### src/rtl/cdc_fifo_pkg.sv
// Shared helpers for both sides of the dual-clock FIFO.
// Gray conversions are written for any width up to GRAY_MAX_W.
package cdc_fifo_pkg;

   localparam int GRAY_MAX_W = 32;

   typedef enum logic {
      OUT_EMPTY = 1'b0,
      OUT_FULL  = 1'b1
   } out_state_e;

   function automatic logic [GRAY_MAX_W-1:0] bin2gray(
      input logic [GRAY_MAX_W-1:0] b
   );
      return b ^ (b >> 1);
   endfunction

   // Zero-extended inputs make the prefix XOR width-independent.
   function automatic logic [GRAY_MAX_W-1:0] gray2bin(
      input logic [GRAY_MAX_W-1:0] g
   );
      logic [GRAY_MAX_W-1:0] b;
      b = '0;
      for (int i = 0; i < GRAY_MAX_W; i++) begin
         b[i] = ^(g >> i);
      end
      return b;
   endfunction

endpackage

### src/rtl/cdc_fifo_reader_if.sv
// Consumer-facing valid/ready word stream of the FIFO read side.
interface cdc_fifo_reader_if #(
   parameter int DATA_WIDTH = 8
) ();

   logic                  r_valid;
   logic                  r_ready;
   logic [DATA_WIDTH-1:0] r_data;

   modport master (
      output r_valid,
      output r_data,
      input  r_ready
   );

   modport slave (
      input  r_valid,
      input  r_data,
      output r_ready
   );

endinterface

### src/rtl/cdc_sync2.sv
// Two-flop synchronizer for Gray-coded pointers crossing clock domains.
module cdc_sync2 #(
   parameter int WIDTH = 5
) (
   input  logic             clk,
   input  logic             rst,
   input  logic [WIDTH-1:0] d_i,
   output logic [WIDTH-1:0] q_o
);

   logic [WIDTH-1:0] s1_q;
   logic [WIDTH-1:0] s2_q;

   always_ff @(posedge clk) begin
      if (rst) begin
         s1_q <= '0;
         s2_q <= '0;
      end else begin
         s1_q <= d_i;
         s2_q <= s1_q;
      end
   end

   assign q_o = s2_q;

endmodule

### src/rtl/cdc_fifo_reader.sv
// Read-side controller of the dual-clock FIFO: pointer sync,
// read pointer and a first-word-fall-through output register.
module cdc_fifo_reader
   import cdc_fifo_pkg::*;
#(
   parameter int DATA_WIDTH = 8,
   parameter int ADDR_SIZE  = 4
) (
   input  logic                  r_clk,
   input  logic                  r_rst,
   input  logic [ADDR_SIZE:0]    r_w_ptr_gray,
   output logic [ADDR_SIZE:0]    r_ptr_gray,
   output logic [ADDR_SIZE-1:0]  mem_r_addr,
   input  logic [DATA_WIDTH-1:0] mem_r_data,
   output logic                  r_empty,
   output logic [ADDR_SIZE:0]    r_count,
   cdc_fifo_reader_if.master     r_out
);

   localparam int PW = ADDR_SIZE + 1;

   logic [PW-1:0]         w_gray_s2;
   logic [PW-1:0]         w_bin_sync;
   logic [PW-1:0]         r_bin_q, r_bin_d;
   logic [PW-1:0]         r_gray_q, r_gray_d;
   logic [DATA_WIDTH-1:0] r_data_q, r_data_d;
   out_state_e            state_q, state_d;
   logic                  mem_empty;
   logic                  load;

   cdc_sync2 #(
      .WIDTH(PW)
   ) u_w_sync (
      .clk (r_clk),
      .rst (r_rst),
      .d_i (r_w_ptr_gray),
      .q_o (w_gray_s2)
   );

   assign w_bin_sync = PW'(gray2bin(GRAY_MAX_W'(w_gray_s2)));

   always_comb begin
      state_d   = state_q;
      r_bin_d   = r_bin_q;
      r_data_d  = r_data_q;
      mem_empty = (r_gray_q == w_gray_s2);
      load      = !mem_empty &&
                  ((state_q == OUT_EMPTY) || r_out.r_ready);
      // The memory slot is released as soon as it is copied out.
      if (load) begin
         r_bin_d  = r_bin_q + PW'(1);
         r_data_d = mem_r_data;
      end
      unique case (state_q)
         OUT_EMPTY: if (load) state_d = OUT_FULL;
         OUT_FULL:  if (r_out.r_ready && !load) state_d = OUT_EMPTY;
         default:   state_d = OUT_EMPTY;
      endcase
      r_gray_d = PW'(bin2gray(GRAY_MAX_W'(r_bin_d)));
   end

   always_ff @(posedge r_clk) begin
      if (r_rst) begin
         state_q  <= OUT_EMPTY;
         r_bin_q  <= '0;
         r_gray_q <= '0;
         r_data_q <= '0;
      end else begin
         state_q  <= state_d;
         r_bin_q  <= r_bin_d;
         r_gray_q <= r_gray_d;
         r_data_q <= r_data_d;
      end
   end

   assign r_out.r_valid = (state_q == OUT_FULL);
   assign r_out.r_data  = r_data_q;
   assign r_empty       = (state_q != OUT_FULL);
   assign r_ptr_gray    = r_gray_q;
   assign mem_r_addr    = r_bin_q[ADDR_SIZE-1:0];
   assign r_count       = w_bin_sync - r_bin_q;

endmodule

### src/flat_wrapper.sv
// flat-port wrapper written by rule: the top's interface ports become plain ports
module cdc_fifo_reader_flat import cdc_fifo_pkg::*;
#(
   parameter int DATA_WIDTH = 8,
   parameter int ADDR_SIZE  = 4
)
  (r_clk, r_rst, r_w_ptr_gray, r_ptr_gray, mem_r_addr, mem_r_data, r_empty, r_count, r_out_r_valid, r_out_r_data, r_out_r_ready);
  cdc_fifo_reader_if #(.DATA_WIDTH(DATA_WIDTH)) r_out_i ();
  input  logic r_clk;
  input  logic r_rst;
  input  logic [ADDR_SIZE:0] r_w_ptr_gray;
  output logic [ADDR_SIZE:0] r_ptr_gray;
  output logic [ADDR_SIZE-1:0] mem_r_addr;
  input  logic [DATA_WIDTH-1:0] mem_r_data;
  output logic r_empty;
  output logic [ADDR_SIZE:0] r_count;
  output wire logic [$bits(r_out_i.r_valid)-1:0] r_out_r_valid;
  output wire logic [$bits(r_out_i.r_data)-1:0] r_out_r_data;
  input wire logic [$bits(r_out_i.r_ready)-1:0] r_out_r_ready;
  assign r_out_r_valid = r_out_i.r_valid;
  assign r_out_r_data = r_out_i.r_data;
  assign r_out_i.r_ready = r_out_r_ready;
  cdc_fifo_reader #(.DATA_WIDTH(DATA_WIDTH), .ADDR_SIZE(ADDR_SIZE)) u_core (.r_clk(r_clk), .r_rst(r_rst), .r_w_ptr_gray(r_w_ptr_gray), .r_ptr_gray(r_ptr_gray), .mem_r_addr(mem_r_addr), .mem_r_data(mem_r_data), .r_empty(r_empty), .r_count(r_count), .r_out(r_out_i));
endmodule
### config.mk
export PLATFORM = sky130hd
export DESIGN_NAME = cdc_fifo_reader_flat
export DESIGN_NICKNAME = d
export VERILOG_FILES = /design/src/rtl/cdc_fifo_pkg.sv /design/src/rtl/cdc_fifo_reader_if.sv /design/src/rtl/cdc_sync2.sv /design/src/rtl/cdc_fifo_reader.sv /design/src/flat_wrapper.sv
export SDC_FILE = /design/constraint.sdc
export NUM_CORES = 1
export LEC_CHECK = 0
export CORE_MARGIN = 8
export CORE_UTILIZATION = 30
export DETAILED_ROUTE_END_ITERATION = 8
export SETUP_SLACK_MARGIN = 0.05
export SYNTH_ARGS = -nofsm -noshare
export SYNTH_HDL_FRONTEND = slang
export SYNTH_SLANG_ARGS = --single-unit
### constraint.sdc
create_clock -name r_clk -period 2.5 [get_ports r_clk]
set_clock_uncertainty 0.1 [all_clocks]
set_input_delay 0.5 -clock r_clk [delete_from_list [all_inputs] [get_ports r_clk]]
set_output_delay 0.5 -clock r_clk [all_outputs]
set_load 0.03 [all_outputs]
### Word level (Yosys, flattened, before mapping)

Cells that the tools add are included.

* register bits after elaboration: 29
* bits in latches: 0
* RAM bits: 0
* bits in read-only memories: 0
* input bits: 16
* output and inout port bits: 24
* word-level logic and storage cells: 25
* memories: 0

* add/subtract/negate cells: 2
* multiply operators: 0
* divide/modulo/power cells: 0
* $lt $le $gt $ge: 0
* eq/ne operators: 1
* shift operators: 0
* muxes and demuxes: 4
* bitwise gates (word level): 2
* reductions and logical operators: 10

Operator list (count)
* parity 32 bit: 5
* adder 5 x 1 -> 5 bit (second input constant): 1
* equality test 5 bit: 1
* two-way mux 5 bit: 1
* subtractor 5 bit: 1
* XOR 5 x 4 -> 5 bit: 1
* logical AND 1 bit: 2
* zero test 1 bit: 2
* two-way mux 1 bit: 2
* one-hot mux 1 bit (2 select lines): 1
* logical OR 1 bit: 1
* inverter 1 bit: 1

### Depth between registers and ports, before layout

* depth after elaboration: 7
* depth in mapped cells: 10
* depth with buffers taken out: 10

### Modules after synthesis

A second synthesis with hierarchy kept.

* cell total of the unflattened synthesis: 119
* area total of the unflattened synthesis: 1198.6 µm²

By module, submodules not included
* cdc_fifo_reader: times used 1, cells each 99, area each 935.9 µm², seq. area each 360.3 µm²
* cdc_sync2: times used 1, cells each 20, area each 262.8 µm², seq. area each 200.2 µm²

### Worst setup path after synthesis

No wires, ideal clock.

* path kind: register to output
* start: reg u_core.u_w_sync.s2_q[4] (netlist: u_core.u_w_sync.q_o[4])
* end: out r_count[4]
* data arrival time: 2474 ps
* data required time: 1900 ps
* setup slack: -574 ps
* cell stages (with the launch flop): 11
* buffers on the path: 0
* path through: dfxtp_1 > xor2_1 > xnor2_1 > xor2_1 > xor2_1 > ha_1 > fa_1 > inv_1 > a21o_1 > a21oi_1 > xor2_1

* word-level cells in the longest chain between the ends: 2
* elaborated cells between the ends (all ways): 6
* classes of those cells: 1 x add/sub; 5 x reduce/logical

Ends and longest elaborated chain
* start, declared: RTL line cdc_sync2.sv:12 `logic [WIDTH-1:0] s2_q;`
* start signal, assigned: RTL line cdc_sync2.sv:20 `s2_q <= s1_q;`
* parity 32 bit: RTL line cdc_fifo_pkg.sv:25 `b[i] = ^(g >> i);`
* subtractor 5 bit (*): RTL line cdc_fifo_reader.sv:81 `assign r_count = w_bin_sync - r_bin_q;`
* end, declared: RTL line flat_wrapper.sv:16 `output logic [ADDR_SIZE:0] r_count;`

Every way passes the cells marked *; elsewhere a longest branch is shown, timed or not.

### Worst setup path after layout

* start: reg u_core.u_w_sync.s2_q[3] (netlist: u_core.u_w_sync.q_o[3])
* end: out r_count[4]

The elaborated chain is that of the path after synthesis.

==> reports/metrics.yaml <==
status: "finished with violations"
violations: "setup timing"
synthMuxAreaShare_pct: 7.90
antenna_found_initial: 0
end_kind: "output port"
rsz0062_at_grt: "true"
core_mm2: 0.00403
final_util_pct: 48.6
cts_buffers: 3
maxCapViolations: 0
grt_pass1_wl_um: 4490
area_growth_pct: 54.6
path_delay_family: "XOR/XNOR gates"
peakVddDrop_mv: 0.423
fp.dieArea_mm2: 0.00656
crit_path_max_fanout: 2
gp_congestion: 0.722
path_clk_slew_ns: 0.08
layout_commonest_cell: "clkdlybuf4s50_1"
synth-seq-cells: 28
synth_cells: 124
drt_iter0_markers: 30
fill_cells: 392
drive_gt1_share_pct: 24.4
dieWidth_um: 81
arrival_ns: 2.46
yosys_warnings: 0
min_period_ns: 3.06
track_usage_pct: 8.63
syn_area_mm2: 0.00127
crit_type: "reg2out"
core.rowCount: 23
clock_path_buffers: 2
syn_avg_cell_area_um2: 10.2
cp.required_ns: 1.90
n_antenna_cell: 0
synth_top_family_by_area: "XOR/XNOR gates"
min_path_type: "reg2reg"
hold_violations: 0
layoutNonFillerInstCount: 226
dp_hpwl_um: 2310
p_per_area_mw_per_mm2: 1000
start_util_pct: 31.5
critPathSlowestCell: "dfxtp_4"
setup_viol: 4
cts_root_buf: "clkbuf_8"
fin_total_pwr_uw: 1960
synth_compound_area_share_pct: 6.91
synth_xor_area_share_pct: 15.7
firstDrtPassIters: 4
clk_latency_ns: 0.27
path_cells: "xor2_4 -> xnor2_2 -> xor2_1 -> xor2_1 -> ha_2 -> fa_2 -> inv_1 -> a21o_1 -> a21oi_4 -> xor2_4 -> buf_6"
slew_headroom_pct: 74.0
drc: 0
p_leak_uw: 0.000841
cts.htree.levels: 1
die_h_um: 81
synthSimpleGateAreaFrac_pct: 13.7
grt_pass1_vias: 987
timing.final.crit_share_pct: 123
synth_fa_ha_area_share_pct: 6.52
seq_area_frac_synth_pct: 44.2
grt_max_degree: 29
final.setup.worst_slack_ns: -0.564
synth_cell_type_count: 23
drv_slew: 0
synth_fp_nets: 146
routed_wl_um: 2850
io_pins: 40
fin_nets: 200
dp_cells: 220
num_vias: 971
timing.critical_path.buf_inv: 2
avgViaCountPerCell: 4.30
grt_overflow: 0
cts_num_sinks: 28
ant_nets: 0
final_cell_mix: "clkdlybuf4s50_1, dfxtp_1, nor2_1, buf_4, nor2b_1"
cts_tree: "done"
startpoint_type: "flop"
fmax_mhz: 326
numPortBuffers: 39
wl_per_cell_um: 12.6
max_stage_delay_ns: 0.37
tightest_slew_ns: 0.390
pre_cts_ws_ns: -0.426
==> kinds of logic (layout without fill, tap and decap cells) <==
family	count (synthesis)	after routing
mux	10	10
flops	28	28
simple gates	33	33
fa+ha+maj	6	6
xor+xnor	21	21
compound gates	10	10
buf+inv	16	68
==> sequential cells by signal, indices dropped and copies added, names as in the netlist <==
| name | count |
|---|---|
| u_core.r_out.r_valid | 1 |
| u_core.r_ptr_gray | 4 |
| u_core.u_w_sync.q_o | 5 |
| u_core.r_out.r_data | 8 |
| u_core.r_bin_q | 5 |
| u_core.u_w_sync.s1_q | 5 |
==> layer usage <==
metal	routed length, um	global-route usage, %	up-vias
met2	1500	15.4	18
met1	1180	9.77	451
met4	41	3.75	0
li1	-	-	498
met3	132	1.66	4
met5	0	0	-
==> power by group <==
group | total [uW] | internal [uW] | leakage (uW) | switching [uW]
Clock | 234 | 108 | 0.0000216 | 127
Sequential | 569 | 516 | 0.000232 | 53.0
Combinational | 1160 | 554 | 0.000587 | 604
Total | 1960 | 1180 | 0.000841 | 783
==> final cells by class <==
| class | instances | area [um^2] | area share [%] |
|---|---|---|---|
| Multi-Input combinational cell | 80 | 734 | 37.5 |
| Sequential cell | 28 | 568 | 29.0 |
| Timing Repair Buffer | 53 | 505 | 25.8 |
| Tap cell | 50 | 62.6 | 3.19 |
| Inverter | 12 | 47.5 | 2.43 |
| Clock buffer | 3 | 41.3 | 2.11 |
==> synth_stat cells (all sizes together) <==
cell type / instances / area (um^2)
a21boi: 1 / 18.8
a21o: 2 / 15.0
a21oi: 5 / 32.5
a221oi: 1 / 15.0
a31oi: 1 / 6.26
buf: 1 / 7.51
clkbuf: 3 / 11.3
dfxtp: 28 / 561
fa: 1 / 20.0
ha: 5 / 62.6
inv: 12 / 45.0
mux2i: 10 / 100
nand2b: 1 / 6.26
nand4: 2 / 12.5
nor2: 18 / 70.1
nor2b: 11 / 68.8
nor3: 1 / 16.3
xnor2: 10 / 95.1
xor2: 11 / 104
==> path summary, 6_finish.rpt <==
kind | start | to | slack (ns) | cells past startpoint
max | u_core.u_w_sync.q_o[3] | r_count[4] | -0.56 | 11
min | u_core.u_w_sync.s1_q[1] | u_core.u_w_sync.q_o[1] | 0.34 | 1
max reg2reg | u_core.u_w_sync.q_o[4] | u_core.r_out.r_data[6] | 0.51 | 7
min reg2reg | u_core.u_w_sync.s1_q[1] | u_core.u_w_sync.q_o[1] | 0.34 | 1
==> repair_timing <==
item / in CTS / in global routing
endpoints found under the setup margin: 5 / 5
setup buffers: 4 / 0
gates resized for setup: 9 / 4
pin swaps: 8 / 5
hold buffers: 0 / 0
endpoints found under the hold margin: 0 / 0
==> per-stage QoR <==
step / setup TNS, ns / instance area, um^2 / hold WS [ns]
2_1_floorplan: -0.620 / 1330 / 0.314
3_3_place_gp: -0.695 / 1830 / 0.322
3_5_place_dp: -0.956 / 1830 / 0.324
4_1_cts: -1.96 / 1930 / 0.343
5_1_grt: -2.30 / 1960 / 0.372
6_report: -1.77 / 1960 / 0.343
Power figures use the tool's default switching activity.
